===== config.mk =====
export PLATFORM = sky130hd
export DESIGN_NAME = mux_scan_ctrl
export DESIGN_NICKNAME = d
export VERILOG_FILES = /design/src/rtl/mux_scan_ctrl.sv
export SDC_FILE = /design/constraint.sdc
export NUM_CORES = 1
export LEC_CHECK = 0
export CELL_PAD_IN_SITES_DETAIL_PLACEMENT = 1
export CELL_PAD_IN_SITES_GLOBAL_PLACEMENT = 2
export CORE_MARGIN = 4
export CORE_UTILIZATION = 36
export CTS_BUF_LIST = sky130_fd_sc_hd__clkbuf_4 sky130_fd_sc_hd__clkbuf_8 sky130_fd_sc_hd__clkbuf_16
export CTS_CLUSTER_DIAMETER = 120
export DETAILED_ROUTE_END_ITERATION = 10
export MAX_ROUTING_LAYER = met4
export PLACE_DENSITY_LB_ADDON = 0.12
export SYNTH_ARGS = -nofsm -noshare
export SYNTH_HDL_FRONTEND = slang
export SYNTH_SLANG_ARGS = --single-unit

===== constraint.sdc =====
create_clock -name clk -period 2.5 [get_ports clk]
set_clock_uncertainty 0.05 [all_clocks]
set_input_delay 0.25 -clock clk [delete_from_list [all_inputs] [get_ports clk]]
set_output_delay 0.25 -clock clk [all_outputs]
set_load 0.02 [all_outputs]

===== src/rtl/mux_scan_ctrl.sv =====
// mux_scan_ctrl
// Drives the select of a 4:1 one-bit mux through channels 0..3. On each
// channel it waits SETTLE cycles, then samples mux_out. The four samples
// are published together as a 4-bit word with a done pulse. A changed
// pulse fires when the new word differs from the previous one. Scans
// run once per start, or back to back while continuous is held high.

module mux_scan_ctrl #(
   parameter int unsigned SETTLE = 1  // wait cycles per channel, 0..15
) (
   input  logic       clk,
   input  logic       reset,
   input  logic       start,
   input  logic       continuous,
   input  logic       mux_out,
   output logic [1:0] S,
   output logic       busy,
   output logic       done,
   output logic [3:0] data,
   output logic       changed
);

   // The settle counter is 4 bits wide. The legal SETTLE range fits
   // without truncation.
   localparam logic [3:0] SETTLE_C = 4'(SETTLE);

   typedef enum logic {
      IDLE = 1'b0,
      SCAN = 1'b1
   } state_t;

   state_t     state_q,   state_d;
   logic [1:0] s_q,       s_d;
   logic [3:0] cnt_q,     cnt_d;
   logic [2:0] shadow_q,  shadow_d;
   logic [3:0] data_q,    data_d;
   logic       busy_q,    busy_d;
   logic       done_q,    done_d;
   logic       changed_q, changed_d;

   // Qualifiers for the per-cycle decisions inside SCAN
   logic       sample_now;  // settle time on the current channel has elapsed
   logic       last_ch;     // the current channel is channel 3
   logic       scan_end;    // this edge completes a full 4-channel scan
   logic [3:0] new_word;    // word assembled at completion

   always_comb begin
      sample_now = (state_q == SCAN) && (cnt_q == 4'd0);
      last_ch    = (s_q == 2'd3);
      scan_end   = sample_now && last_ch;
      new_word   = {mux_out, shadow_q};
   end

   // State register: reset can abort a scan at any moment and returns to IDLE
   always_ff @(posedge clk or posedge reset) begin
      if (reset) begin
         // NOTE: sequential state is always written with <=. Every flop
         // then sees the pre-edge values of the others, which matches the
         // hardware.
         state_q <= IDLE;
      end else begin
         state_q <= state_d;
      end
   end

   // Next-state logic: leave IDLE on start, and return to IDLE only at
   // the end of a non-continuous scan
   always_comb begin
      // NOTE: each always_comb gives every output a default value first.
      // Without it, a path that skips an assignment would infer a latch.
      state_d = state_q;
      unique case (state_q)
         IDLE: begin
            if (start) begin
               state_d = SCAN;
            end
         end
         SCAN: begin
            if (scan_end && !continuous) begin
               state_d = IDLE;
            end
         end
         default: state_d = IDLE;
      endcase
   end

   // Datapath registers. The shadow register is also cleared on reset,
   // so an aborted scan leaves no partial sample behind.
   always_ff @(posedge clk or posedge reset) begin
      if (reset) begin
         s_q       <= 2'd0;
         cnt_q     <= 4'd0;
         shadow_q  <= 3'd0;
         data_q    <= 4'd0;
         busy_q    <= 1'b0;
         done_q    <= 1'b0;
         changed_q <= 1'b0;
      end else begin
         s_q       <= s_d;
         cnt_q     <= cnt_d;
         shadow_q  <= shadow_d;
         data_q    <= data_d;
         busy_q    <= busy_d;
         done_q    <= done_d;
         changed_q <= changed_d;
      end
   end

   // Datapath next values: settle countdown, channel stepping, sample capture
   // and the completion handshake
   always_comb begin
      s_d       = s_q;
      cnt_d     = cnt_q;
      shadow_d  = shadow_q;
      data_d    = data_q;
      busy_d    = busy_q;
      done_d    = 1'b0;
      changed_d = 1'b0;

      unique case (state_q)
         IDLE: begin
            s_d    = 2'd0;
            busy_d = 1'b0;
            if (start) begin
               cnt_d  = SETTLE_C;
               busy_d = 1'b1;
            end
         end
         SCAN: begin
            if (cnt_q != 4'd0) begin
               // Still settling on the current channel
               cnt_d = cnt_q - 4'd1;
            end else if (!last_ch) begin
               // Capture channels 0..2 into the shadow, then advance the select
               for (int i = 0; i < 3; i++) begin
                  if (s_q == 2'(i)) begin
                     shadow_d[i] = mux_out;
                  end
               end
               s_d   = s_q + 2'd1;
               cnt_d = SETTLE_C;
            end else begin
               // Channel 3: publish the whole word in one step, so data
               // never exposes a partially assembled scan
               data_d    = new_word;
               done_d    = 1'b1;
               changed_d = (new_word != data_q);
               s_d       = 2'd0;
               cnt_d     = SETTLE_C;
               busy_d    = continuous;
            end
         end
         default: begin
            s_d    = 2'd0;
            cnt_d  = 4'd0;
            busy_d = 1'b0;
         end
      endcase
   end

   // Outputs come straight from flops, so they are glitch-free
   always_comb begin
      S       = s_q;
      busy    = busy_q;
      done    = done_q;
      data    = data_q;
      changed = changed_q;
   end

endmodule

Word-level counts from Yosys, hierarchy flattened
Index checks and enable logic that the tools add are counted.
- bits in registers: 17
- bits of input ports: 5
- output and inout port bits: 9
- logic and storage cells: 52
- $add $sub $neg: 2
- eq/ne operators: 7
- multiplexer cells: 18
- bitwise gates (word level): 3
- reductions and logical operators: 12
- operators by type and width (operator ; count):
    $reduce_and 4->1 ; 3
    $mux 1 ; 10
    $mux 4 ; 2
    $pmux 4 s2 ; 1
    $eq 2x2->1 const B ; 2
    $logic_not 4->1 ; 1
    $mux 2 ; 2
    $ne 2x2->1 const B ; 2
    $ne 4x4->1 ; 1
    $pmux 1 s2 ; 2
    $pmux 2 s2 ; 1
    $reduce_bool 4->1 ; 1
    $sub 4x1->4 const B ; 1
    $logic_and 1x1->1 ; 3
    $not 1->1 ; 3
    $reduce_and 3->1 ; 1
    $add 2x1->2 const B ; 1
    $eq 2x1->1 const B ; 1
    $logic_not 2->1 ; 1
    $ne 2x1->1 const B ; 1
    $reduce_and 2->1 ; 1
    $logic_not 1->1 ; 1

Logic depth before layout (Yosys ltp)
- word-level depth: 6
- gate-level depth with buffers: 6
- gate-level depth less buffers: 5

Worst setup path before layout
No wires, ideal clock.
- path kind: register to register
- start point: reg cnt_q[0]
- end point: reg s_q[0] (netlist: S[0])
- setup time: 0.078 ns
- data arrival time: 1.488 ns
- required time: 2.372 ns
- slack: 0.885 ns
- stages on the path, launching flop included: 7
- clock period less this slack: 1.615 ns
- path through: dfrtp_1 > inv_1 > ha_1 > or3b_1 > buf_2 > or3_1 > a21boi_1
- word-level cells in the longest chain between the ends: 2
- RTL lines (item ; RTL line ; text):
    start: declaration ; 34 ; logic [3:0] cnt_q, cnt_d;
    start signal: assignment ; 100 ; cnt_q <= cnt_d;
    $reduce_bool 4->1 ; 130 ; if (cnt_q != 4'd0) begin
    $ne 2x2->1 (no source line) ; -- ;
    end signal: assignment ; 91 ; s_q <= 2'd0;
    end signal: assignment ; 99 ; s_q <= s_d;
    end: declaration ; 33 ; logic [1:0] s_q, s_d;
No other way between the ends.
A chain may end at the register's enable or synchronous reset.

Worst setup path in the final report
Ends and elaborated chain as after synthesis.

==> flow_summary.rst <==
.. list-table::
   :header-rows: 1

   * - Metric
     - Value
   * - Via density per instance
     - 5.10
   * - CTS tree
     - yes
   * - DIE AREA
     - 3220 µm²
   * - Count of hold buffers inserted by post-cts repair
     - 0
   * - Aggregate global-route resource usage
     - 12.1%
   * - Clock transition at path regs
     - 0.10 ns
   * - Clock sink count
     - 17
   * - Area of the core
     - 2230 µm²
   * - RSZ-0062 raised after global routing
     - false
   * - Share of post-route cells with drive strength above 1
     - 12.9%
   * - Setup slack of the worst register-to-register path
     - 0.75 ns
   * - Resized Gates After CTS
     - 0
   * - Number of placement rows
     - 17
   * - Worst IR Drop VDD
     - 0.578 mV
   * - Seq/Total Area, Yosys
     - 49.8%
   * - Synthesized area per cell
     - 12.2 µm²
   * - Cell chosen for the clock root
     - clkbuf_4
   * - Reg-to-reg startpoint
     - cnt_q[0]$_DFFE_PP0P_
   * - Starting DRT DRC Count
     - 3
   * - Number of H-tree branching levels
     - 1
   * - Worst Setup Start Kind
     - register
   * - Worst slew slack as a fraction of its limit
     - 57.2%
   * - Worst slack at placement
     - 0.771 ns
   * - X dimension of the die
     - 56.7 µm
   * - Smallest setup slack after layout
     - 0.753 ns
   * - GRT Max-Usage Layer
     - met2
   * - GR Overflow Total
     - 0
   * - Setup crit end kind
     - register
   * - Post-Route Setup TNS
     - 0 ns
   * - Post-Synthesis Net Count
     - 81
   * - Count of endpoints failing hold in the final timing report
     - 0
   * - Total number of vias
     - 576
   * - Total of flip-flops plus latches after synthesis
     - 17
   * - Slew @ Worst Pin
     - 0.641 ns
   * - Result of the run
     - complete, no violations
   * - Maximum achievable frequency
     - 572 MHz
   * - Average routed wire per standard cell
     - 14.3 µm
   * - Global-route track usage on met3
     - 5.98%
   * - Crit-path max FO
     - 7
   * - Clock tree buffer depth
     - 2
   * - Period utilisation layout
     - 69.9%
   * - Gate count after technology mapping
     - 70
   * - Min-Delay Path Class
     - input port to asynchronous set/reset pin
   * - Gpl congestion
     - 0.765
   * - Remaining antenna violation count after routing
     - 0
   * - Number of max-slew violations in the final report
     - 0
   * - Most common library cell in the layout ignoring fill and taps
     - dfrtp_1
   * - Count of antenna diodes in the layout
     - 0
   * - Worst slack on hold paths
     - 0.289 ns
   * - Worst setup path class
     - register to register
   * - Pin count of the biggest net entering global routing
     - 18
   * - Post-route DRC violation count
     - 0
   * - Inserted Clock Buffers
     - 3
   * - Met1 usage
     - 14.2%
   * - Clock latency of the later-clocked register in the worst-skew pair
     - 0.29 ns
   * - Port Buffers
     - 13
   * - Endpoint required time on the critical path
     - 2.67 ns
   * - Post-CTS Repair Setup Buffers
     - 0
   * - Via count of the first global-routing pass
     - 634
   * - Pre-antenna DRT Iters
     - 2
   * - Global-route wire length before repair
     - 2900 µm
   * - Static power due to leakage
     - 0.476 nW
   * - Critical path data arrival time
     - 1.92 ns
   * - Met2 Track Usage GR
     - 18.5%
   * - Vertical extent of the die
     - 56.7 µm
   * - Area growth from synthesis to layout
     - 21.7%
   * - Number of warnings printed during yosys synthesis
     - 0
   * - Cell area power density
     - 1190 nW/µm²
   * - Number of distinct library cell variants in the gate-level netlist after synthesis
     - 22
   * - Initial Utilization
     - 38.3%
   * - I/O pin total
     - 14
   * - Total setup violations reported at the end of the flow
     - 0
   * - Final WL
     - 1620 µm
   * - Cell area after synthesis
     - 855 µm²
   * - Initial antenna violation count
     - 0
   * - Final worst path period need
     - 1.75 ns
   * - Most frequent cells in the layout
     - 17 x dfrtp_1, 13 x clkdlybuf4s50_1, 7 x inv_1, 6 x mux2_2, 6 x ha_1
   * - Final Net Count
     - 97
   * - Source of the critical timing path
     - cnt_q[0]$_DFFE_PP0P_
   * - Detailed Place HPWL
     - 1180 µm
   * - Max-Cap Viols
     - 0
==> layer usage <==
layer | wire, µm | vias to the layer above
met5 | 0 | -
met4 | 14 | 0
met3 | 88 | 2
met2 | 760 | 13
met1 | 750 | 288
li1 | - | 273
==> synth_stat cells <==
| master | count | share of area, % |
|---|---|---|
| nand4b_1 | 1 | 1.0 |
| a41oi_1 | 1 | 1.0 |
| nand2_1 | 5 | 2.2 |
| nand3b_1 | 4 | 3.5 |
| mux2_1 | 3 | 4.0 |
| or3b_1 | 1 | 1.0 |
| inv_1 | 7 | 3.1 |
| mux2i_1 | 2 | 2.3 |
| a31oi_1 | 1 | 0.73 |
| o32ai_1 | 1 | 1.0 |
| xnor2_1 | 5 | 5.1 |
| mux2_2 | 6 | 7.9 |
| and4bb_4 | 1 | 1.9 |
| o22a_1 | 1 | 1.0 |
| or3_1 | 1 | 0.73 |
| ha_1 | 6 | 8.8 |
| buf_2 | 2 | 1.2 |
| dfrtp_1 | 17 | 50 |
| nor3_1 | 2 | 1.2 |
| o31ai_1 | 1 | 0.88 |
| a21boi_1 | 1 | 0.88 |
| nor2b_1 | 1 | 0.73 |
==> power by group <==
part	switching, mW	internal [mW]
clock	0.0830	0.0729
combinational	0.262	0.310
sequential	0.112	0.393
total	0.457	0.776
==> cells by family (layout without fill, tap and decap cells) <==
kind of cell / count (synthesis) / after routing / synth area share, %
buf+inv: 9 / 24 / 4.25
xor+xnor: 5 / 5 / 5.12
compound gates: 6 / 6 / 5.57
fa+ha+maj: 6 / 6 / 8.78
simple gates: 16 / 16 / 12.3
flops: 17 / 17 / 49.8
mux: 11 / 11 / 14.2
==> final timing paths <==
kind / to / cells past startpoint
setup / recovery: S[0]$_DFFE_PP0P_ / 5
hold / removal: data[1]$_DFFE_PP0P_ / 2
setup reg to reg: S[0]$_DFFE_PP0P_ / 5
hold reg to reg: cnt_q[0]$_DFFE_PP0P_ / 1
max in group asynchronous: busy$_DFFE_PP0P_ / 2
min in group clk: cnt_q[0]$_DFFE_PP0P_ / 1
==> flip-flops by register name, summed over array words and instances (netlist names) <==
signal,cells
busy,1
done,1
changed,1
shadow_q,3
S,2
data,4
state_q,1
cnt_q,4
==> cell type report <==
cell class | instances | area [µm²]
clock buffers | 4 | 30.0
inverters | 7 | 26.3
multi-input cells | 44 | 393
fillers | 243 | 1190
repair buffers | 13 | 130
flip-flops and latches | 17 | 425
well taps | 28 | 35.0
==> worst max-delay path, cell delays in order (launching register included) <==
cell      delay [ns]
dfrtp_1         0.41
inv_1           0.09
ha_1            0.16
or3b_1          0.49
or3_1           0.35
a21boi_1        0.13
==> metrics by stage <==
stage               instances  utilization, %  cell area, µm²  total power, mW
global route              113            46.6            1040             1.34
finish                    113            46.6            1040             1.23
detailed placement        109            45.2            1010             1.09
global placement          109            45.2            1010             1.07
floorplan                  70               -             855            0.879
CTS                       113            46.6            1040             1.26
Power figures use the tool's default switching activity.
